--- config.mk ---
export PLATFORM = sky130hd
export DESIGN_NAME = ps2_key_ctrl_flat
export DESIGN_NICKNAME = d
export VERILOG_FILES = /design/src/rtl/ps2_key_ctrl_if.sv /design/src/rtl/ps2_key_ctrl.sv /design/src/flat_wrapper.sv
export SDC_FILE = /design/constraint.sdc
export NUM_CORES = 1
export LEC_CHECK = 0
export CORE_UTILIZATION = 45
export CTS_CLUSTER_SIZE = 20
export DETAILED_ROUTE_END_ITERATION = 10
export PLACE_DENSITY = 0.66
export SYNTH_ARGS = -nofsm -noshare
export SYNTH_HDL_FRONTEND = slang
export SYNTH_SLANG_ARGS = --single-unit
--- constraint.sdc ---
create_clock -name clk -period 3.29 [get_ports clk]
set_input_delay 0.658 -clock clk [delete_from_list [all_inputs] [get_ports clk]]
set_output_delay 0.658 -clock clk [all_outputs]
set_load 0.1 [all_outputs]
--- src/rtl/ps2_key_ctrl_if.sv ---
// ps2_key_ctrl_if: byte input, key outputs and event FIFO port of ps2_key_ctrl
interface ps2_key_ctrl_if #(parameter int FIFO_DEPTH = 8);
  logic [7:0] ps2_data;
  logic ps2_ready;
  logic [7:0] key_state;
  logic [7:0] key_press;
  logic [9:0] ev_data;
  logic ev_valid;
  logic ev_pop;
  logic [$clog2(FIFO_DEPTH):0] ev_count;
  logic overflow;
  logic clr_overflow;
  modport master(output ps2_data, ps2_ready, ev_pop, clr_overflow,
                 input key_state, key_press, ev_data, ev_valid, ev_count, overflow);
  modport slave(input ps2_data, ps2_ready, ev_pop, clr_overflow,
                output key_state, key_press, ev_data, ev_valid, ev_count, overflow);
endinterface

--- src/rtl/ps2_key_ctrl.sv ---
// ps2_key_ctrl: scan-code decoder with held-key bitmap, press pulses and FWFT event FIFO
module ps2_key_ctrl #(
  parameter int FIFO_DEPTH = 8,
  parameter int TIMEOUT_CYC = 2000000
) (
  input logic clk,
  input logic rst,
  ps2_key_ctrl_if.slave bus
);
  localparam int AW = $clog2(FIFO_DEPTH);
  localparam int TW = $clog2(TIMEOUT_CYC + 1);
  localparam logic [1:0] IDLE = 2'd0, EXT = 2'd1, BRK = 2'd2, EXT_BRK = 2'd3;
  logic [1:0] st_q, st_d;
  logic ready_q;
  logic [TW-1:0] tmo_q, tmo_d;
  logic [7:0] ks_q, ks_d, kp_q, kp_d, hit, b;
  logic [9:0] mem_q [FIFO_DEPTH];
  logic [AW-1:0] wr_q, wr_d, rd_q, rd_d;
  logic [AW:0] cnt_q, cnt_d;
  logic ovf_q, ovf_d;
  logic stb, special, is_code, ext, brk, pop, full, wr_en, tmo_hit;
  logic [9:0] ev;
  // State encoding doubles as the event flags: bit0 = ext, bit1 = brk
  always_comb begin
    b = bus.ps2_data;
    stb = bus.ps2_ready & ~ready_q;
    special = b inside {8'h00, 8'hAA, 8'hE1, 8'hEE, 8'hFA, 8'hFE, 8'hFF};
    is_code = stb & (b != 8'hE0) & (b != 8'hF0) & ~special;
    ext = st_q[0];
    brk = st_q[1];
    ev = {ext, brk, b};
    hit = {~ext & (b == 8'h4D), ~ext & (b == 8'h76), ~ext & (b == 8'h5A), ~ext & (b == 8'h29),
           ext & (b == 8'h72), ext & (b == 8'h75), ext & (b == 8'h74), ext & (b == 8'h6B)}
          & {8{is_code}};
    tmo_hit = (st_q != IDLE) && (tmo_q == TW'(TIMEOUT_CYC - 1));
    st_d = !stb ? (tmo_hit ? IDLE : st_q) :
           (b == 8'hE0) ? EXT :
           (b == 8'hF0) ? ((st_q == EXT || st_q == EXT_BRK) ? EXT_BRK : BRK) : IDLE;
    tmo_d = (stb || st_q == IDLE || tmo_hit) ? '0 : tmo_q + 1'b1;
    ks_d = brk ? ks_q & ~hit : ks_q | hit;
    kp_d = brk ? '0 : hit & ~ks_q;
    pop = bus.ev_pop & (cnt_q != 0);
    full = cnt_q == (AW+1)'(FIFO_DEPTH);
    wr_en = is_code & (~full | pop);
    wr_d = wr_q + AW'(wr_en);
    rd_d = rd_q + AW'(pop);
    cnt_d = cnt_q + (AW+1)'(wr_en) - (AW+1)'(pop);
    ovf_d = (is_code & full & ~pop) | (ovf_q & ~bus.clr_overflow);
  end
  always_ff @(posedge clk) begin
    if (rst) begin
      st_q <= IDLE;
      ready_q <= 1'b1;
      tmo_q <= '0;
      ks_q <= '0;
      kp_q <= '0;
      wr_q <= '0;
      rd_q <= '0;
      cnt_q <= '0;
      ovf_q <= 1'b0;
    end else begin
      st_q <= st_d;
      ready_q <= bus.ps2_ready;
      tmo_q <= tmo_d;
      ks_q <= ks_d;
      kp_q <= kp_d;
      wr_q <= wr_d;
      rd_q <= rd_d;
      cnt_q <= cnt_d;
      ovf_q <= ovf_d;
    end
  end
  always_ff @(posedge clk) begin
    if (!rst && wr_en) mem_q[wr_q] <= ev;
  end
  assign bus.key_state = ks_q;
  assign bus.key_press = kp_q;
  assign bus.ev_valid = cnt_q != 0;
  assign bus.ev_data = (cnt_q != 0) ? mem_q[rd_q] : '0;
  assign bus.ev_count = cnt_q;
  assign bus.overflow = ovf_q;
endmodule

--- src/flat_wrapper.sv ---
// flat-port wrapper written by rule: the top's interface ports become plain ports
module ps2_key_ctrl_flat 
#(
  parameter int FIFO_DEPTH = 8,
  parameter int TIMEOUT_CYC = 2000000
)
  (clk, rst, bus_ps2_data, bus_ps2_ready, bus_ev_pop, bus_clr_overflow, bus_key_state, bus_key_press, bus_ev_data, bus_ev_valid, bus_ev_count, bus_overflow);
  ps2_key_ctrl_if #(.FIFO_DEPTH(FIFO_DEPTH)) bus_i ();
  input logic clk;
  input logic rst;
  input wire logic [$bits(bus_i.ps2_data)-1:0] bus_ps2_data;
  input wire logic [$bits(bus_i.ps2_ready)-1:0] bus_ps2_ready;
  input wire logic [$bits(bus_i.ev_pop)-1:0] bus_ev_pop;
  input wire logic [$bits(bus_i.clr_overflow)-1:0] bus_clr_overflow;
  output wire logic [$bits(bus_i.key_state)-1:0] bus_key_state;
  output wire logic [$bits(bus_i.key_press)-1:0] bus_key_press;
  output wire logic [$bits(bus_i.ev_data)-1:0] bus_ev_data;
  output wire logic [$bits(bus_i.ev_valid)-1:0] bus_ev_valid;
  output wire logic [$bits(bus_i.ev_count)-1:0] bus_ev_count;
  output wire logic [$bits(bus_i.overflow)-1:0] bus_overflow;
  assign bus_i.ps2_data = bus_ps2_data;
  assign bus_i.ps2_ready = bus_ps2_ready;
  assign bus_i.ev_pop = bus_ev_pop;
  assign bus_i.clr_overflow = bus_clr_overflow;
  assign bus_key_state = bus_i.key_state;
  assign bus_key_press = bus_i.key_press;
  assign bus_ev_data = bus_i.ev_data;
  assign bus_ev_valid = bus_i.ev_valid;
  assign bus_ev_count = bus_i.ev_count;
  assign bus_overflow = bus_i.overflow;
  ps2_key_ctrl #(.FIFO_DEPTH(FIFO_DEPTH), .TIMEOUT_CYC(TIMEOUT_CYC)) u_core (.clk(clk), .rst(rst), .bus(bus_i));
endmodule
==> reports/results.md, run 1 <==
## Outcome
• status: finished clean

## Clock tree
• worst skew pair latency: 0.41 ns
• number of gates resized after cts: 0
• clock net sink count: 131
• number of buffers between clock root and the deepest sink: 2
• H-Tree Level Count: 4
• number of buffers added to fix hold violations after cts: 0
• Clock Root Buffer: clkbuf_16
• post-CTS setup buffer count: 0
• CTS tree: done
• number of buffers inserted during clock tree synthesis: 17
• CTS clk-pin slew, worst paths: 0.05 ns

## GRT
• number of antenna violations at the first check in global routing: 0
• via count of the first global-routing pass: 3650
• final global-route overflow total: 0
• global-route wire length before repair: 18900 um
• largest net degree at the start of global routing: 22
• GRT Total Usage: 0.200

## Finish
• layout cell share with drive strength beyond 1: 0.233
• Diodes inserted: 0
• number of nets in the layout: 501
• fin util: 0.577
• Non-Filler Instances: 636
• Area Overhead vs Synth: 25.4%

## Die
• initial core utilization: 0.460
• chip width: 113 um
• Boundary Pins: 45
• count of standard-cell rows: 40
• chip height: 113 um
• Std-Cell Core Area: 12000 um^2
• die area: 12700 um^2

## Setup path
• sort of element at the start of the critical path: flop
• worst path required time: 2.63 ns
• Critical Path End Type: primary output
• buffering stage count on the worst path with inverters included: 2
• delay of the slowest critical-path stage: 0.57 ns
• cell with the largest stage delay on the worst path: mux4_2
• maximum fanout along the worst path: 21
• dominant delay contributor by cell family on the critical path: multiplexers
• classification of the worst setup path: reg -> out
• arrival time of the worst setup path: 2.15 ns
• Critical Path, Cell by Cell: buf_4 -> mux4_2 -> mux2i_1 -> nor2_1 -> buf_12

## Drt
• violation count after the first detailed-routing iteration: 202
• average wire per standard cell: 18.1 um
• DR DRC count: 0
• DRT Wirelength: 11500 um
• sum of routed wire segments on met1: 5210 um
• max layer used: met4
• total number of vias: 3507
• met2 wire len: 5620 um
• Routed met3 length: 558 um
• vias per cell: 5.51
• post-route antenna net violation count: 0
• 1st-pass router iterations: 4

## Worst hold path
• worst hold path class: reg -> reg

## STA
• maximum clock rate: 356 MHz
• total of endpoints with negative setup slack in the final report: 0
• slew of the pin with the lowest slew margin: 0.786 ns
• Final Hold Fails: 0
• unrepaired setup endpoints after global routing: no
• worst-case headroom to the max-slew limit: 0.475
• worst-case clock skew: 0.00630 ns
• final-report max-slew violation count: 0
• share of the clock period used by the worst path after layout: 0.855
• Tmin final: 2.81 ns

## Synthesis
• number of distinct library cells after synthesis: 51
• total of warnings raised by yosys: 0
• proportion of synthesized chip area in sequential cells: 0.623
• syn_nets: 429
• post-synthesis average cell area: 13.6 um^2
• most used flip-flop cell after synthesis: edfxtp_1
• Mapped Cells: 404
• FFs w/ async S/R, synth: 0
• register bit total from synthesis: 131
• cell area after synthesis: 5500 um^2
• number of flops mapped to enable cells by yosys: 80

## Placed design
• Port-buffer cells: 44
• placed cells: 604
• HPWL after DPL: 7630 um
• routability congestion estimate: 0.837

## Power and ir drop
• worst vdd ir: 0.532 mV
• power density over cell area: 808 nW/um^2
• static leakage power: 0.00240 uW

## Run
• number of violations of the max-capacitance limit: 0

state kept, by name, indices dropped and copies added, names as in the netlist, named ones only:
name and count:
u_core.bus.key_press 8, u_core.rd_q 3, u_core.tmo_q 21, u_core.bus.ev_count 4
u_core.mem_q 80, u_core.ready_q 1, u_core.wr_q 3, u_core.st_q 2
u_core.bus.overflow 1
synthesized netlist by cell type (2+ instances only):
cell type / instances / area share
a21oi_1: 14 / 0.013
a311oi_1: 5 / 0.0080
and2_1: 4 / 0.0045
and3_1: 2 / 0.0023
and4_1: 5 / 0.0080
buf_1: 2 / 0.0014
buf_2: 7 / 0.0064
clkbuf_1: 8 / 0.0055
dfxtp_1: 51 / 0.19
edfxtp_1: 80 / 0.44
ha_1: 11 / 0.025
inv_1: 12 / 0.0082
mux2i_1: 13 / 0.024
mux4_2: 20 / 0.082
nand2_1: 14 / 0.0096
nand2b_1: 3 / 0.0034
nand3_1: 12 / 0.011
nand3b_1: 4 / 0.0055
nand4_1: 6 / 0.0068
nand4b_1: 2 / 0.0032
nor2_1: 40 / 0.027
nor2b_1: 8 / 0.0091
nor3_1: 11 / 0.010
nor3b_1: 3 / 0.0041
nor4_1: 6 / 0.0068
nor4b_1: 6 / 0.0096
o21ai_0: 5 / 0.0045
o21ai_1: 2 / 0.0018
o31ai_1: 2 / 0.0027
o32ai_1: 2 / 0.0032
or3_1: 6 / 0.0068
or4_1: 4 / 0.0055
or4bb_1: 2 / 0.0041
xnor2_1: 7 / 0.011
xor2_1: 9 / 0.014
final timing paths:
kind | startpoint | endpoint | slack (ns) | depth (start not counted)
worst max-delay path | u_core.rd_q[0] | bus_ev_data[4] | 0.48 | 5
worst min-delay path | flop | u_core.bus.key_press[4] | 0.46 | 1
worst max register to register | u_core.bus.ev_count[2] | u_core.bus.ev_count[1] | 0.94 | 10
worst min register to register | flop | u_core.bus.key_press[4] | 0.46 | 1
placed cells by master (no fill, tap or decap), types with 8 or more instances in the layout:
cell	synthesis	layout
dfxtp_1	51	51
a21oi_1	14	14
xor2_1	9	9
nor2_1	40	40
inv_1	12	12
mux4_2	20	20
clkbuf_16	0	17
ha_1	11	11
nor3_1	11	11
nand2_1	14	14
nor2b_1	8	8
buf_4	0	48
nand3_1	12	12
clkdlybuf4s50_1	0	12
mux2i_1	13	13
edfxtp_1	80	80
buf_12	0	10
power by group:
group	switching (uW)	internal (uW)	total, uW
combinational	1260	682	1940
sequential	30.2	1780	1810
clock	649	1170	1820
total	1940	3630	5570
layout make-up:
cell class | count | area (um^2)
Fill cell | 973 | 5060
Sequential cell | 131 | 3420
Multi-Input combinational cell | 244 | 1990
Timing Repair Buffer | 70 | 681
Clock buffer | 19 | 433
Tap cell | 147 | 184
Clock inverter | 13 | 141
Inverter | 12 | 45.0
kinds of logic after synthesis:
| group | count (synthesis) | share of synthesized area |
|---|---|---|
| DFF | 131 | 0.623 |
| AOI/OAI and AO/OA | 35 | 0.0412 |
| adders and majority gates | 12 | 0.0287 |
| and+or+nand+nor | 148 | 0.155 |
| buffers and inverters | 29 | 0.0214 |
| muxes | 33 | 0.106 |
| xor gates and xnor gates | 16 | 0.0255 |
layer usage:
| layer | GRT usage | vias to the layer above |
|---|---|---|
| li1 | - | 1686 |
| met1 | 0.257 | 1719 |
| met4 | 0.0898 | 0 |
| met3 | 0.0443 | 11 |
| met5 | 0 | - |
| met2 | 0.325 | 91 |
through the flow:
step                worst slack [ns]  setup TNS, ns  power, uW  hold WS (ns)  cell area, um^2
finish                         0.478              0       5570         0.463             6900
global route                   0.323              0       5800         0.479             6900
CTS                            0.442              0       5620         0.468             6900
detailed placement             0.208              0       3810         0.448             6320
global placement               0.230              0       3790         0.440             6320
floorplan                     -0.363          -3.43       3200         0.426             5530
worst register-to-register path, cell delays in order (launching register included):
cell and delay (ns):
dfxtp_1 0.34, inv_1 0.09, ha_1 0.21, and2_1 0.13, buf_4 0.18, nor2b_1 0.22, ha_1 0.27, inv_1 0.06
ha_1 0.18, fa_1 0.41, nor2b_1 0.13
No activity file was read; power rests on OpenSTA's default activity.
==> inputs of run 2 (changes only) <==
Settings changed: CORE_MARGIN from default to 2, PLACE_DENSITY 0.66 to 0.63.
Clock period 3.29 ns to 2.9 ns, I/O delays scaled along.
==> run 2 against run 1 <==
Compared with the run above:
- sequential share of layout area shrank 1.0 points
- worst setup slack lost 0.32 ns
- sequential power rose by 14%
- total power rose by 16%
- largest power group unchanged
- critical path type unchanged
- register-to-register slack worse by 0.32 ns
==> reports/results.md, run 2 (same netlist as run 1, synthesis figures left out) <==
## GRT
• via count of the first global-routing pass: 3544, was 3650
• number of antenna violations at the first check in global routing: 0, unchanged
• global-route wire length before repair: 18400 um, was 18900 um
• final global-route overflow total: 0, unchanged
• largest net degree at the start of global routing: 22, unchanged
• GRT Total Usage: 0.188, was 0.200

## Finish
• most frequent cells in the layout: edfxtp_1, buf_4, dfxtp_1, was edfxtp_1, dfxtp_1, buf_4
• Non-Filler Instances: 645, was 636
• Area Overhead vs Synth: 28.1%, was 25.4%
• most common library cell in the layout ignoring fill and taps: edfxtp_1, unchanged
• max reg flops: 80, unchanged
• layout cell share with drive strength beyond 1: 0.281, was 0.233
• Diodes inserted: 0, unchanged
• Top reg by flops: u_core.mem_q, unchanged
• number of nets in the layout: 510, was 501

## Die
• chip height: 115 um, was 113 um
• die area: 13100 um^2, was 12700 um^2
• Boundary Pins: 45, unchanged
• initial core utilization: 0.460, unchanged
• Std-Cell Core Area: 12000 um^2, unchanged
• chip width: 115 um, was 113 um
• count of standard-cell rows: 40, unchanged

## Drt
• average wire per standard cell: 17.7 um, was 18.1 um
• 1st-pass router iterations: 4, unchanged
• total number of vias: 3549, was 3507
• post-route antenna net violation count: 0, unchanged
• DRT Wirelength: 11400 um, was 11500 um
• violation count after the first detailed-routing iteration: 199, was 202
• DR DRC count: 0, unchanged
• vias per cell: 5.50, was 5.51

## Clock tree
• number of buffers added to fix hold violations after cts: 0, unchanged
• number of buffers inserted during clock tree synthesis: 17, unchanged
• clock net sink count: 131, unchanged
• number of gates resized after cts: 0, unchanged
• H-Tree Level Count: 4, unchanged
• worst skew pair latency: 0.41 ns, about the same
• CTS tree: done, unchanged
• CTS clk-pin slew, worst paths: 0.06 ns, was 0.05 ns
• number of buffers between clock root and the deepest sink: 2, unchanged
• Clock Root Buffer: clkbuf_16, unchanged
• post-CTS setup buffer count: 0, unchanged

## STA
• slew of the pin with the lowest slew margin: 0.631 ns, was 0.786 ns
• maximum clock rate: 365 MHz
• unrepaired setup endpoints after global routing: no, unchanged
• worst-case clock skew: 0.00841 ns, was 0.00630 ns
• worst-case headroom to the max-slew limit: 0.579, was 0.475
• Final Hold Fails: 0, unchanged
• share of the clock period used by the worst path after layout: 0.946
• Tmin final: 2.74 ns
• worst-case setup margin in the final layout: 0.158 ns, was 0.478 ns
• total of endpoints with negative setup slack in the final report: 0, unchanged
• final-report max-slew violation count: 0, unchanged

## Setup path
• worst path required time: 2.32 ns, was 2.63 ns
• buffering stage count on the worst path with inverters included: 2, unchanged
• delay of the slowest critical-path stage: 0.52 ns, was 0.57 ns
• dominant delay contributor by cell family on the critical path: multiplexers, unchanged
• Critical Path, Cell by Cell: buf_4 -> mux4_2 -> mux2i_1 -> nor2_4 -> buf_12, was buf_4 -> mux4_2 -> mux2i_1 -> nor2_1 -> buf_12
• sort of element at the start of the critical path: flop, unchanged
• cell with the largest stage delay on the worst path: mux4_2, unchanged
• Critical Path End Type: primary output, unchanged
• classification of the worst setup path: reg -> out, unchanged
• arrival time of the worst setup path: 2.16 ns, was 2.15 ns
• maximum fanout along the worst path: 8, was 21

## Placed design
• Port-buffer cells: 44, unchanged
• routability congestion estimate: 0.830, was 0.837
• pre-CTS WS: -0.125 ns, was 0.208 ns
• HPWL after DPL: 7520 um, was 7630 um
• placed cells: 613, was 604

## Run
• number of violations of the max-capacitance limit: 0, unchanged

## Power and ir drop
• static leakage power: 0.00245 uW, was 0.00240 uW
• power density over cell area: 921 nW/um^2, was 808 nW/um^2
• worst vdd ir: 0.373 mV, was 0.532 mV

## Outcome
• status: finished clean, unchanged

## Worst hold path
• worst hold path class: reg -> reg, unchanged

[run 2: path summary, 6_finish.rpt]
path	endpoint	slack (ns)	cells past startpoint	from
min	u_core.bus.key_press[1]	0.46	1	flop
max reg2reg	u_core.bus.ev_count[2]	0.62	9	u_core.bus.ev_count[2]
min reg2reg	u_core.bus.key_press[1]	0.46	1	flop
max	bus_ev_data[8]	0.16	5	u_core.rd_q[0]
[run 2: power breakdown]
part / switching [uW] / internal [uW] / leakage (uW)
clock network: 778 / 1250 / 0.000272
registers: 37.2 / 2020 / 0.00117
logic: 1530 / 870 / 0.00101
total: 2340 / 4140 / 0.00245
[run 2: per-stage QoR]
stage / TNS, ns / util / area [um^2] / hold WS, ns / total power, uW
finish: 0 / 0.589 / 7040 / 0.457 / 6490
global route: 0 / 0.589 / 7040 / 0.494 / 6750
CTS: 0 / 0.589 / 7040 / 0.463 / 6550
detailed placement: -0.259 / 0.542 / 6480 / 0.440 / 4510
global placement: -0.106 / 0.542 / 6480 / 0.439 / 4490
floorplan: 0 / - / 5610 / 0.426 / 3780
[run 2: per-layer routing]
layer,GRT usage,up-vias,part of all wire
met5,0,-,0
met4,0.0642,0,0.0098
met3,0.0429,9,0.049
met2,0.299,92,0.48
met1,0.255,1747,0.46
li1,-,1701,-
[run 2: final cells by class]
type,instances,area (um^2)
Fill cell,961,4920
Clock inverter,15,140
Sequential cell,131,3430
Tap cell,147,184
Multi-Input combinational cell,244,2060
Clock buffer,17,425
Timing Repair Buffer,79,761
Inverter,12,48.8
==> inputs of run 3 (changes only) <==
Settings changed: ABC_AREA from default to 1, CORE_UTILIZATION 45 to 58, PLACE_DENSITY 0.63 to 0.78, SKIP_LAST_GASP from default to 1.
==> run 3 against run 2 <==
Compared with the run above:
- cell count rose by 35%
- maximum frequency fell by 2.8%
- clock-buffer cell count stayed put
- synthesized cell count increased by 59%
- clock skew barely moved
- critical path type unchanged
- largest power group unchanged
==> reports/results.md, run 3 <==
## Placed design
• pre-CTS WS: 0.0497 ns, was -0.125 ns
• HPWL after DPL: 9470 um, was 7520 um
• routability congestion estimate: 0.865, was 0.830
• area of placed instances: 6920 um^2, was 6480 um^2
• Port-buffer cells: 44, unchanged
• placed cells: 840, was 613

## Finish
• Area Overhead vs Synth: 27.3%, was 28.1%
• max reg flops: 80, unchanged
• Diodes inserted: 0, unchanged
• Non-Filler Instances: 872, was 645
• most common library cell in the layout ignoring fill and taps: nor2_1, was edfxtp_1
• Final Cell Area: 7540 um^2, was 7040 um^2
• number of fill cells in the layout: 669, was 961
• number of nets in the layout: 751, was 510
• Top reg by flops: u_core.mem_q, unchanged
• most frequent cells in the layout: nor2_1, edfxtp_1, nand2_1, was edfxtp_1, buf_4, dfxtp_1
• layout cell share with drive strength beyond 1: 0.188, was 0.281

## Power and ir drop
• power density over cell area: 930 nW/um^2, was 921 nW/um^2
• worst vdd ir: 0.854 mV, was 0.373 mV
• total design power: 7010 uW, was 6490 uW
• static leakage power: 0.00291 uW, was 0.00245 uW

## Drt
• post-route antenna net violation count: 0, unchanged
• total number of vias: 4712, was 3549
• DR DRC count: 0, unchanged
• DRT Wirelength: 14100 um, was 11400 um
• average wire per standard cell: 16.1 um, was 17.7 um
• vias per cell: 5.40, was 5.50
• 1st-pass router iterations: 7, was 4
• violation count after the first detailed-routing iteration: 266, was 199

## Synthesis
• most used flip-flop cell after synthesis: edfxtp_1, unchanged
• cell area after synthesis: 5920 um^2, was 5500 um^2
• proportion of synthesized chip area in sequential cells: 0.578, was 0.623
• register bit total from synthesis: 131, unchanged
• syn_nets: 667, was 429
• post-synthesis average cell area: 9.23 um^2, was 13.6 um^2
• Mapped Cells: 642, was 404
• fraction of synthesized cell area taken by the top area cell type: 0.406, was 0.437
• FFs w/ async S/R, synth: 0, unchanged
• total of warnings raised by yosys: 0, unchanged
• top-count cell post-synth: nor2_1, was edfxtp_1
• number of flops mapped to enable cells by yosys: 80, unchanged
• ranking of synthesized cells by instance count: nor2_1, edfxtp_1, nand2_1, inv_1, o21ai_0, was edfxtp_1, dfxtp_1, nor2_1, mux4_2
• biggest area consumer among synthesized cells: edfxtp_1, unchanged
• number of distinct library cells after synthesis: 34, was 51
• main area contributors after synthesis: edfxtp_1, dfxtp_1, nor2_1, was edfxtp_1, dfxtp_1, mux4_2

## STA
• worst-case clock skew: 0.00820 ns, was 0.00841 ns
• maximum clock rate: 354 MHz, was 365 MHz
• setup TNS: 0 ns, unchanged
• unrepaired setup endpoints after global routing: yes, was no
• total of endpoints with negative setup slack in the final report: 0, unchanged
• slew of the pin with the lowest slew margin: 0.529 ns, was 0.631 ns
• worst-case setup margin in the final layout: 0.0778 ns, was 0.158 ns
• final-report max-slew violation count: 0, unchanged
• Final Hold Fails: 0, unchanged
• worst-case headroom to the max-slew limit: 0.647, was 0.579
• Tmin final: 2.82 ns, was 2.74 ns
• share of the clock period used by the worst path after layout: 0.973, was 0.946

## Clock tree
• number of buffers inserted during clock tree synthesis: 17, unchanged
• H-Tree Level Count: 4, unchanged
• CTS clk-pin slew, worst paths: 0.06 ns, about the same
• clock net sink count: 131, unchanged
• post-CTS setup buffer count: 0, unchanged
• Clock Root Buffer: clkbuf_8, was clkbuf_16
• worst skew pair latency: 0.53 ns, was 0.41 ns
• CTS tree: done, unchanged
• number of buffers between clock root and the deepest sink: 2, unchanged

## Die
• die area: 11000 um^2, was 13100 um^2
• chip width: 105 um, was 115 um
• count of standard-cell rows: 36, was 40
• chip height: 105 um, was 115 um
• Boundary Pins: 45, unchanged
• Std-Cell Core Area: 9860 um^2, was 12000 um^2
• initial core utilization: 0.600, was 0.460

## Setup path
• dominant delay contributor by cell family on the critical path: buffers and inverters, was multiplexers
• worst path required time: 2.32 ns, about the same
• classification of the worst setup path: reg -> out, unchanged
• buffering stage count on the worst path with inverters included: 3, was 2
• arrival time of the worst setup path: 2.24 ns, was 2.16 ns
• sort of element at the start of the critical path: flop, unchanged
• cell with the largest stage delay on the worst path: dfxtp_1, was mux4_2
• reg2reg start: u_core.bus.ev_count[2], unchanged
• Critical Path End Type: primary output, unchanged
• start point of the critical path: u_core.rd_q[1], was u_core.rd_q[0]
• maximum fanout along the worst path: 31, was 8
• delay of the slowest critical-path stage: 0.34 ns, was 0.52 ns
• Critical Path, Cell by Cell: buf_4 -> clkinv_2 -> nor2_1 -> o21ai_0 -> a31oi_4 -> buf_12, was buf_4 -> mux4_2 -> mux2i_1 -> nor2_4 -> buf_12

## GRT
• final global-route overflow total: 0, unchanged
• largest net degree at the start of global routing: 32, was 22
• global-route wire length before repair: 22500 um, was 18400 um
• GRT Total Usage: 0.264, was 0.188
• number of antenna violations at the first check in global routing: 0, unchanged
• via count of the first global-routing pass: 4700, was 3544

## Worst hold path
• worst hold path class: reg -> reg, unchanged

## Run
• number of violations of the max-capacitance limit: 0, unchanged

## Outcome
• status: finished clean, unchanged

==> run 3: cell count changes after synthesis, moves of 8 or more <==
| cell | change |
|---|---|
| nand3_1 | +17 |
| mux4_2 | -20 |
| o21ai_0 | +53 |
| nor2_1 | +103 |
| a21oi_1 | -8 |
| mux2i_1 | -13 |
| nor3_1 | +12 |
| nor2b_1 | -8 |
| inv_1 | +63 |
| a31oi_1 | +10 |
| nand2_1 | +63 |
==> run 3: layout make-up <==
type	instances	area, um^2	share of cell area
multi-input cells	413	2240	0.297
well taps	133	166	0.0221
inverters	78	294	0.0390
flip-flops and latches	131	3430	0.455
repair buffers	85	808	0.107
clock inverters	15	189	0.0251
clock buffers	17	414	0.0549
==> run 3: logic make-up after synthesis <==
family,Yosys count,share of synthesized area
AOI/OAI and AO/OA,80,0.0699
xor gates and xnor gates,17,0.0251
adders and majority gates,12,0.0266
buffers and inverters,98,0.0682
DFF,131,0.578
and+or+nand+nor,304,0.232
==> run 3: worst register-to-register path: stages (launching register included) <==
cell	delay [ns]
dfxtp_4	0.34
inv_1	0.09
ha_1	0.17
nand3_1	0.07
buf_4	0.18
nand2_1	0.09
inv_1	0.09
ha_1	0.28
inv_1	0.04
ha_1	0.20
fa_1	0.39
xnor2_1	0.15
nor2_1	0.05
==> run 3: final timing paths <==
check	endpoint	slack (ns)	depth (start not counted)
max	bus_ev_data[7]	0.08	6
min	u_core.bus.key_press[3]	0.45	1
max reg2reg	u_core.bus.ev_count[2]	0.66	12
min reg2reg	u_core.bus.key_press[3]	0.45	1
==> run 3: metal layers <==
metal,share of wire,wire length (um),GRT usage,vias to the layer above
li1,-,-,-,2288
met1,0.38,5400,0.305,2204
met2,0.52,7380,0.462,179
met3,0.060,840,0.0555,41
met4,0.032,449,0.135,0
met5,0,0,0,-
==> run 3: stage by stage <==
step,hold slack (ns),util
final,0.452,0.764
after global routing,0.471,0.764
after CTS,0.459,0.763
after detailed placement,0.451,0.702
after global placement,0.433,0.702
after floorplan,0.451,-
==> run 3: where the power goes <==
group          internal [uW]  switching (uW)  total [uW]
clock network           1390             795        2180
logic                    903            1870        2770
registers               2020            35.3        2060
==> run 3: repair_timing <==
action	4_1_cts	5_1_grt
hold buffers	0	0
gates resized for setup	1	5
setup endpoints to repair	8	5
